[config.mk]
export PLATFORM = sky130hd
export DESIGN_NAME = wb_arbiter_rr
export DESIGN_NICKNAME = d
export VERILOG_FILES = /design/src/rtl/wb_arbiter_rr.sv
export SDC_FILE = /design/constraint.sdc
export NUM_CORES = 1
export LEC_CHECK = 0
export ABC_CLOCK_PERIOD_IN_PS = 2250
export CORE_ASPECT_RATIO = 0.9
export CORE_MARGIN = 5
export CORE_UTILIZATION = 47
export CTS_BUF_LIST = sky130_fd_sc_hd__clkbuf_4 sky130_fd_sc_hd__clkbuf_8 sky130_fd_sc_hd__clkbuf_16
export DETAILED_ROUTE_END_ITERATION = 12
export DONT_BUFFER_PORTS = 1
export SYNTH_ARGS = -nofsm -noshare
export SYNTH_HDL_FRONTEND = slang
export SYNTH_SLANG_ARGS = --single-unit
[constraint.sdc]
create_clock -name i_clk -period 2.25 [get_ports i_clk]
set_input_delay 0.3375 -clock i_clk [delete_from_list [all_inputs] [get_ports i_clk]]
set_output_delay 0.3375 -clock i_clk [all_outputs]
set_load 0.1 [all_outputs]
[src/rtl/wb_arbiter_rr.sv]
// Round-robin arbiter letting NUM_MASTERS pipelined Wishbone masters share one slave.
// Grants whole bus cycles, caps outstanding requests and drops acks left over from aborted cycles.
module wb_arbiter_rr #(
    parameter int NUM_MASTERS     = 2,
    parameter int ADDR_WIDTH      = 8,
    parameter int DATA_WIDTH      = 16,
    parameter int SEL_WIDTH       = 2,
    parameter int MAX_OUTSTANDING = 4
) (
    input  logic                              i_clk,
    input  logic                              i_rst,
    input  logic [NUM_MASTERS-1:0]            i_m_wb_cyc,
    input  logic [NUM_MASTERS-1:0]            i_m_wb_stb,
    output logic [NUM_MASTERS-1:0]            o_m_wb_stall,
    output logic [NUM_MASTERS-1:0]            o_m_wb_ack,
    input  logic [NUM_MASTERS-1:0]            i_m_wb_we,
    input  logic [NUM_MASTERS*ADDR_WIDTH-1:0] i_m_wb_adr,
    input  logic [NUM_MASTERS*DATA_WIDTH-1:0] i_m_wb_dat,
    input  logic [NUM_MASTERS*SEL_WIDTH-1:0]  i_m_wb_sel,
    output logic [DATA_WIDTH-1:0]             o_m_wb_dat,
    output logic                              o_s_wb_cyc,
    output logic                              o_s_wb_stb,
    input  logic                              i_s_wb_stall,
    input  logic                              i_s_wb_ack,
    output logic                              o_s_wb_we,
    output logic [ADDR_WIDTH-1:0]             o_s_wb_adr,
    output logic [DATA_WIDTH-1:0]             o_s_wb_dat,
    output logic [SEL_WIDTH-1:0]              o_s_wb_sel,
    input  logic [DATA_WIDTH-1:0]             i_s_wb_dat,
    output logic [NUM_MASTERS-1:0]            o_grant,
    output logic                              o_abort
);

    localparam int PTR_W = $clog2(NUM_MASTERS);
    localparam int CNT_W = $clog2(MAX_OUTSTANDING + 1);
    localparam logic [CNT_W-1:0] CNT_MAX  = CNT_W'(MAX_OUTSTANDING);
    localparam logic [CNT_W-1:0] CNT_ONE  = CNT_W'(1);
    localparam logic [PTR_W-1:0] PTR_LAST = PTR_W'(NUM_MASTERS - 1);

    typedef enum logic {
        ST_IDLE,
        ST_GRANTED
    } state_t;

    state_t                 state;
    logic [NUM_MASTERS-1:0] grant;
    logic [PTR_W-1:0]       owner;
    logic [CNT_W-1:0]       count;
    logic                   abort;

    logic [NUM_MASTERS-1:0][ADDR_WIDTH-1:0] m_adr;
    logic [NUM_MASTERS-1:0][DATA_WIDTH-1:0] m_dat;
    logic [NUM_MASTERS-1:0][SEL_WIDTH-1:0]  m_sel;

    logic             granted;
    logic             owner_cyc;
    logic             owner_stb;
    logic             limit;
    logic             ack_ok;
    logic             accept;
    logic             pick_valid;
    logic [PTR_W-1:0] pick_idx;
    logic [PTR_W-1:0] cand;

    assign m_adr = i_m_wb_adr;
    assign m_dat = i_m_wb_dat;
    assign m_sel = i_m_wb_sel;

    // owner doubles as the last-served pointer, so it stays valid after the grant is dropped
    assign granted   = (state == ST_GRANTED);
    assign owner_cyc = i_m_wb_cyc[owner];
    assign owner_stb = i_m_wb_stb[owner];
    assign ack_ok    = i_s_wb_ack & (count != '0);
    assign limit     = (count == CNT_MAX) & ~i_s_wb_ack;
    assign accept    = o_s_wb_stb & ~i_s_wb_stall;

    assign o_s_wb_cyc = granted & owner_cyc;
    assign o_s_wb_stb = o_s_wb_cyc & owner_stb & ~limit;
    assign o_s_wb_we  = i_m_wb_we[owner];
    assign o_s_wb_adr = m_adr[owner];
    assign o_s_wb_dat = m_dat[owner];
    assign o_s_wb_sel = m_sel[owner];
    assign o_m_wb_dat = i_s_wb_dat;
    assign o_grant    = grant;
    assign o_abort    = abort;

    // NOTE: every variable driven in always_comb gets a default first; a missed branch would otherwise infer a latch.
    always_comb begin
        pick_valid = 1'b0;
        pick_idx   = '0;
        cand       = '0;
        // Walk offsets downward so the nearest requester after the pointer is written last and wins.
        for (int i = NUM_MASTERS; i >= 1; i--) begin
            cand = PTR_W'((int'(owner) + i) % NUM_MASTERS);
            if (i_m_wb_cyc[cand]) begin
                pick_valid = 1'b1;
                pick_idx   = cand;
            end
        end
    end

    always_comb begin
        o_m_wb_stall = '1;
        o_m_wb_ack   = '0;
        if (granted) begin
            o_m_wb_stall[owner] = i_s_wb_stall | limit;
            o_m_wb_ack[owner]   = ack_ok & owner_cyc;
        end
    end

    // NOTE: sequential state uses non-blocking assignments so every register sees pre-edge values.
    always_ff @(posedge i_clk or posedge i_rst) begin
        if (i_rst) begin
            state <= ST_IDLE;
            grant <= '0;
            owner <= PTR_LAST;
            count <= '0;
            abort <= 1'b0;
        end else begin
            abort <= 1'b0;
            case (state)
                ST_IDLE: begin
                    if (pick_valid) begin
                        state <= ST_GRANTED;
                        grant <= NUM_MASTERS'(1) << pick_idx;
                        owner <= pick_idx;
                        count <= '0;
                    end
                end
                ST_GRANTED: begin
                    if (!owner_cyc) begin
                        // Acks still owed after this cycle belong to a dead bus cycle and are discarded.
                        state <= ST_IDLE;
                        grant <= '0;
                        count <= '0;
                        abort <= (count > CNT_ONE) | ((count == CNT_ONE) & ~i_s_wb_ack);
                    end else begin
                        count <= count + CNT_W'(accept) - CNT_W'(ack_ok);
                    end
                end
                default: state <= ST_IDLE;
            endcase
        end
    end

endmodule
## Yosys cells after proc, flatten, opt, wreduce, memory -nomap -nowiden

Index checks and enable logic that the tools add are counted.

| word-level totals | value |
|---|---|
| logic and storage cells | 75 |
| output and inout port bits | 52 |
| bits in registers | 8 |

| cells by class | value |
|---|---|
| eq/ne operators | 4 |
| muxes and demuxes | 35 |
| bitwise operators | 17 |
| shift operators | 1 |
| reduce and logical (&&, ||, !) cells | 4 |
| order comparisons | 5 |
| $add $sub $neg | 4 |

Operator list:

| kind | number |
|---|---|
| $mux 16 | 2 |
| $mux 1 | 19 |
| $mux 8 | 2 |
| $mux 2 | 6 |
| $and 1x1->1 | 8 |
| $lt 1x2->1 const B | 3 |
| $mux 3 | 2 |
| $pmux 3 s2 | 1 |
| $ne 2x2->1 const B | 2 |
| $not 1->1 | 4 |
| $pmux 2 s2 | 1 |
| $reduce_and 2->1 | 2 |
| $add 3x1->3 | 1 |
| $eq 3x1->1 const B | 1 |
| $eq 3x3->1 const B | 1 |
| $gt 3x1->1 const B | 1 |
| $reduce_bool 3->1 | 1 |
| $sub 3x1->3 | 1 |
| $add 1x1->1 const B | 2 |
| $and 2x2->2 | 1 |
| $not 2->2 | 1 |
| $or 1x1->1 | 2 |
| $or 2x2->2 | 1 |
| $pmux 1 s2 | 1 |
| other kinds (4) | 4 |

## Depth between registers and ports, before layout

| logic depth | value |
|---|---|
| depth in word-level cells | 10 |
| mapped depth | 11 |

## Least setup slack after synthesis

Ideal clock, no wire load.

| path | value |
|---|---|
| path type | reg-to-output |
| start point | reg owner |
| end point | out o_m_wb_ack[0] |
| arrival | 2981 ps |
| cell stages (with the launch flop) | 4 |
| path slack | -1068 ps |
| required time | 1913 ps |
| path buffers | 0 |
| cells stage by stage | dfstp_2 mux2i_1 nand2b_4 nor3b_1 |

| on the way | value |
|---|---|
| cells in the longest elaborated chain, start to end | 6 |

RTL lines:

| item | RTL line | source |
|---|---|---|
| from (decl) | 47 | `logic [PTR_W-1:0] owner;` |
| from (signal assigned) | 126 | `owner <= pick_idx;` |
| $lt 1x2->1 (not written as such) or $ge 1x1->1 (tied branches) | 107 | `o_m_wb_ack[owner] = ack_ok & owner_cyc;` |
| $logic_and 1x1->1 (not written as such) | 107 |  |
| $mux 1 (not written as such) | 107 |  |
| $demux 1 s1 | 107 |  |
| $and 2x2->2 (no line) (*) | - |  |
| $mux 2 (*) | 105 | `if (granted) begin` |
| to (decl) | 15 | `output logic [NUM_MASTERS-1:0] o_m_wb_ack,` |

Every way passes the cells marked *; elsewhere a longest branch is shown, timed or not. The select of a mux whose other input is x is not followed.

## Final worst setup path

| path | value |
|---|---|
| start point | reg owner |
| end point | reg count[2] |

| on the way | value |
|---|---|
| cells in the longest elaborated chain, start to end | 10 |

RTL lines:

| item | RTL line | source |
|---|---|---|
| $mux 1 (not written as such) (2 in a row) | 71 | `assign owner_cyc = i_m_wb_cyc[owner];` |
| $and 1x1->1 | 77 | `assign o_s_wb_cyc = granted & owner_cyc;` |
| $and 1x1->1 (2 in a row) | 78 | `assign o_s_wb_stb = o_s_wb_cyc & owner_stb & ~limit;` |
| $and 1x1->1 | 75 | `assign accept = o_s_wb_stb & ~i_s_wb_stall;` |
| $add 3x1->3 | 138 | `count <= count + CNT_W'(accept) - CNT_W'(ack_ok);` |
| $sub 3x1->3 | 138 |  |
| $mux 3 | 131 | `if (!owner_cyc) begin` |
| $pmux 3 s2 | 121 | `case (state)` |
| to (signal assigned) | 138 |  |
| to (decl) | 48 | `logic [CNT_W-1:0] count;` |

Several ways; a longest one is shown, not always the timed one. The select of a mux whose other input is x is not followed.
A chain may end at the register's enable or synchronous reset.

==> impl_metrics.tcl <==
set metrics [dict create \
    status "finished with violations" \
    violations "setup timing" \
    core.rowCount 16 \
    cts_root_buf "clkbuf_4" \
    reg2reg_from "owner" \
    setup_tns_ns -0.375 \
    p_int_mw 1.36 \
    routed_via_density 5.80 \
    p_clk_frac 0.040 \
    slew_viol_final 0 \
    core-area_um2 2120 \
    hold_path_end "granted" \
    dp_hpwl_mm 2.82 \
    die_y_um 54.1 \
    cts_buffer_depth 2 \
    grt_pass1_vias 956 \
    p_comb_frac 0.891 \
    antenna-diode-count 0 \
    cts-htree-levels 1 \
    wl_per_cell_um 21.2 \
    syn-num-nets 193 \
    rsz0062_at_grt "yes" \
    post_cts_buffers 0 \
    tightestPinTransition_ns 0.513 \
    timing.final.hold_violations 0 \
    ys_async_sr_fraction 1.00 \
    dr_total_vias 957 \
    critPathMaxFanout 3 \
    die_w_um 59.0 \
    fin_nets 222 \
    p_sw_mw 2.02 \
    syn_inst 110 \
    drtPass1Iterations 4 \
    hold_depth 2 \
    cellPowerDensity_nw_per_um2 1930 \
    seqCellArea_um2 201 \
    ys_seq_area_frac 0.198 \
    numCtsBuffers 3 \
    nFillCells 122 \
    syn_avg_cell_area_um2 9.24 \
    r2r_end "count[2]" \
    pin_count 130 \
    cp.arrival_ns 2.63 \
    drive_gt1_frac 0.652 \
    drt_iter0_drc 20 \
    synth_edf_count 0 \
    cts_tree "done" \
    die_area_um2 3190 \
    cts.clk_slew.worst_paths_ns 0.06 \
    io_buffers 0 \
    hold_path.class "input pin to register" \
    switching_share 0.597 \
    synth_flop_cell "dfrtp_1" \
    critPathKind "register to register" \
    worstRegToRegCells 10 \
    grtUsageTotal 0.205 \
    period_needed_ns 2.45 \
    cts_sinks 8 \
    worstPathRequired_ns 2.44 \
    final.setup_skew_ns 0.00719 \
    ys_warn_count 0 \
    finalSetupViolations 2 \
    pre_cts_ws_ns -0.250 \
    ir_drop_uv 1410 \
    setup_ws_ns -0.198 \
    multiInputGateArea_um2 709 \
    instances_no_fill 165 \
    power.static_leakage_nw 0.770 \
    pwr-share-seq 0.069 \
    worstSetupStartpointType "register" \
    synthMostInstantiatedCell "mux2_2" \
    synth_largest_area_cell "mux2_2" \
    grt_max_degree 33 \
    start_util 0.479 \
    gp_congestion 0.838 \
    placedCellCount 160 \
    synth_top_area_share 0.299 \
    totalWireLength_mm 3.50 \
    maxCapViolCount 0 \
    synth_area_leaders "mux2_2 (30%), dfrtp_1 (17%), buf_4 (12%)" \
    synth_area_um2 1020 \
    max-slew-margin-rel 0.653 \
    fmax_mhz 408 \
    route.detailed.drc 0 \
    grt_pass1_wl_mm 4.88 \
    insertion_delay_ns 0.26 \
    hold_path_startpoint "i_m_wb_cyc[1]" \
    period_share 1.09 \
    synth_seq_cells 8 \
    cp-end-kind "register" \
    syn2layout_area_growth_pct 72.2 \
    grt-ovfl-total 0 \
    reg2reg_slack_ns -0.20 \
    synth_commonest_cells "mux2_2 (27), buf_4 (16), dfrtp_1 (7), inv_1 (7), o21ai_0 (6)" \
    synth_cell_types 31 \
    ant_nets 0 \
    antenna_found_initial 0 \
]
## cell usage in the layout (no fill, tap or decap), drive strengths merged, types with 2 or more instances in the layout
master,count
mux2i,3
nand3,3
clkbuf,4
mux2,27
o21ai,6
dfrtp,7
nor2,2
nand2b,4
and3,2
a21oi,2
inv,7
buf,45
nand2,4
nor3,2
ha,4
nor3b,2
## worst max-delay path by stage
stage	depth (start not counted)	slack, ns	endpoint	start
5_1_grt	10	-0.28	count[2]	owner
2_1_floorplan	9	-0.20	count[1]	owner
3_5_place_dp	9	-0.25	count[1]	owner
6_report	10	-0.20	count[2]	owner
3_3_place_gp	9	-0.17	count[1]	owner
4_1_cts	9	-0.17	count[1]	owner
## cells by family after synthesis
group / after synthesis / share of synthesized area
mux: 30 / 0.329
buf+inv: 29 / 0.172
simple gates: 23 / 0.137
compound gates: 14 / 0.0862
flops: 8 / 0.198
fa+ha+maj: 5 / 0.0690
xor+xnor: 1 / 0.00862
## worst max-delay path: stages (launching register included)
cell and delay [ns]:
dfstp_2 0.55, mux2i_1 0.09, nand2b_4 0.15, or4_4 0.52
ha_4 0.23, inv_2 0.06, ha_4 0.12, inv_2 0.03
fa_2 0.36, xnor2_2 0.15, o21ai_2 0.13
## stage by stage
stage	util	area [um2]	hold slack [ns]	power (mW)
after floorplan	-	1030	0.152	2.32
after global placement	0.785	1670	0.200	3.10
after detailed placement	0.785	1670	0.208	3.16
after CTS	0.823	1750	0.227	3.38
after global routing	0.824	1750	0.227	3.50
final	0.824	1750	0.227	3.38
## final cells by class
cell class | count | share of cell area
inverter | 7 | 0.0150
timing repair buffer | 46 | 0.428
tap | 27 | 0.0193
multi-input combinational | 73 | 0.406
clock buffer | 4 | 0.0172
sequential | 8 | 0.115
## flip-flops by register name, indices dropped and copies added (netlist names)
name,cells
count,3
granted,1
o_abort,1
o_grant,2
owner,1
## power by group through the flow
stage	clock, mW	combinational [mW]	sequential (mW)
2_1_floorplan	0	1.90	0.414
3_3_place_gp	0	2.86	0.232
3_5_place_dp	0	2.92	0.234
4_1_cts	0.135	3.01	0.232
5_1_grt	0.146	3.11	0.240
6_report	0.137	3.01	0.232
## per-layer routing
metal  GRT usage  wire [um]  vias up
li1            -          -      427
met1       0.232       1170      457
met2       0.379       2010       63
met3      0.0719        294       10
met4      0.0302         20        0
met5           0          0        -
## timing repair
action,CTS,global route
hold buffers,1,0
gates resized for setup,9,1
pin swaps,1,0
hold endpoints to repair,7,0
endpoints found under the setup margin,2,2
Note: power is estimated with default switching activity, not from simulation.
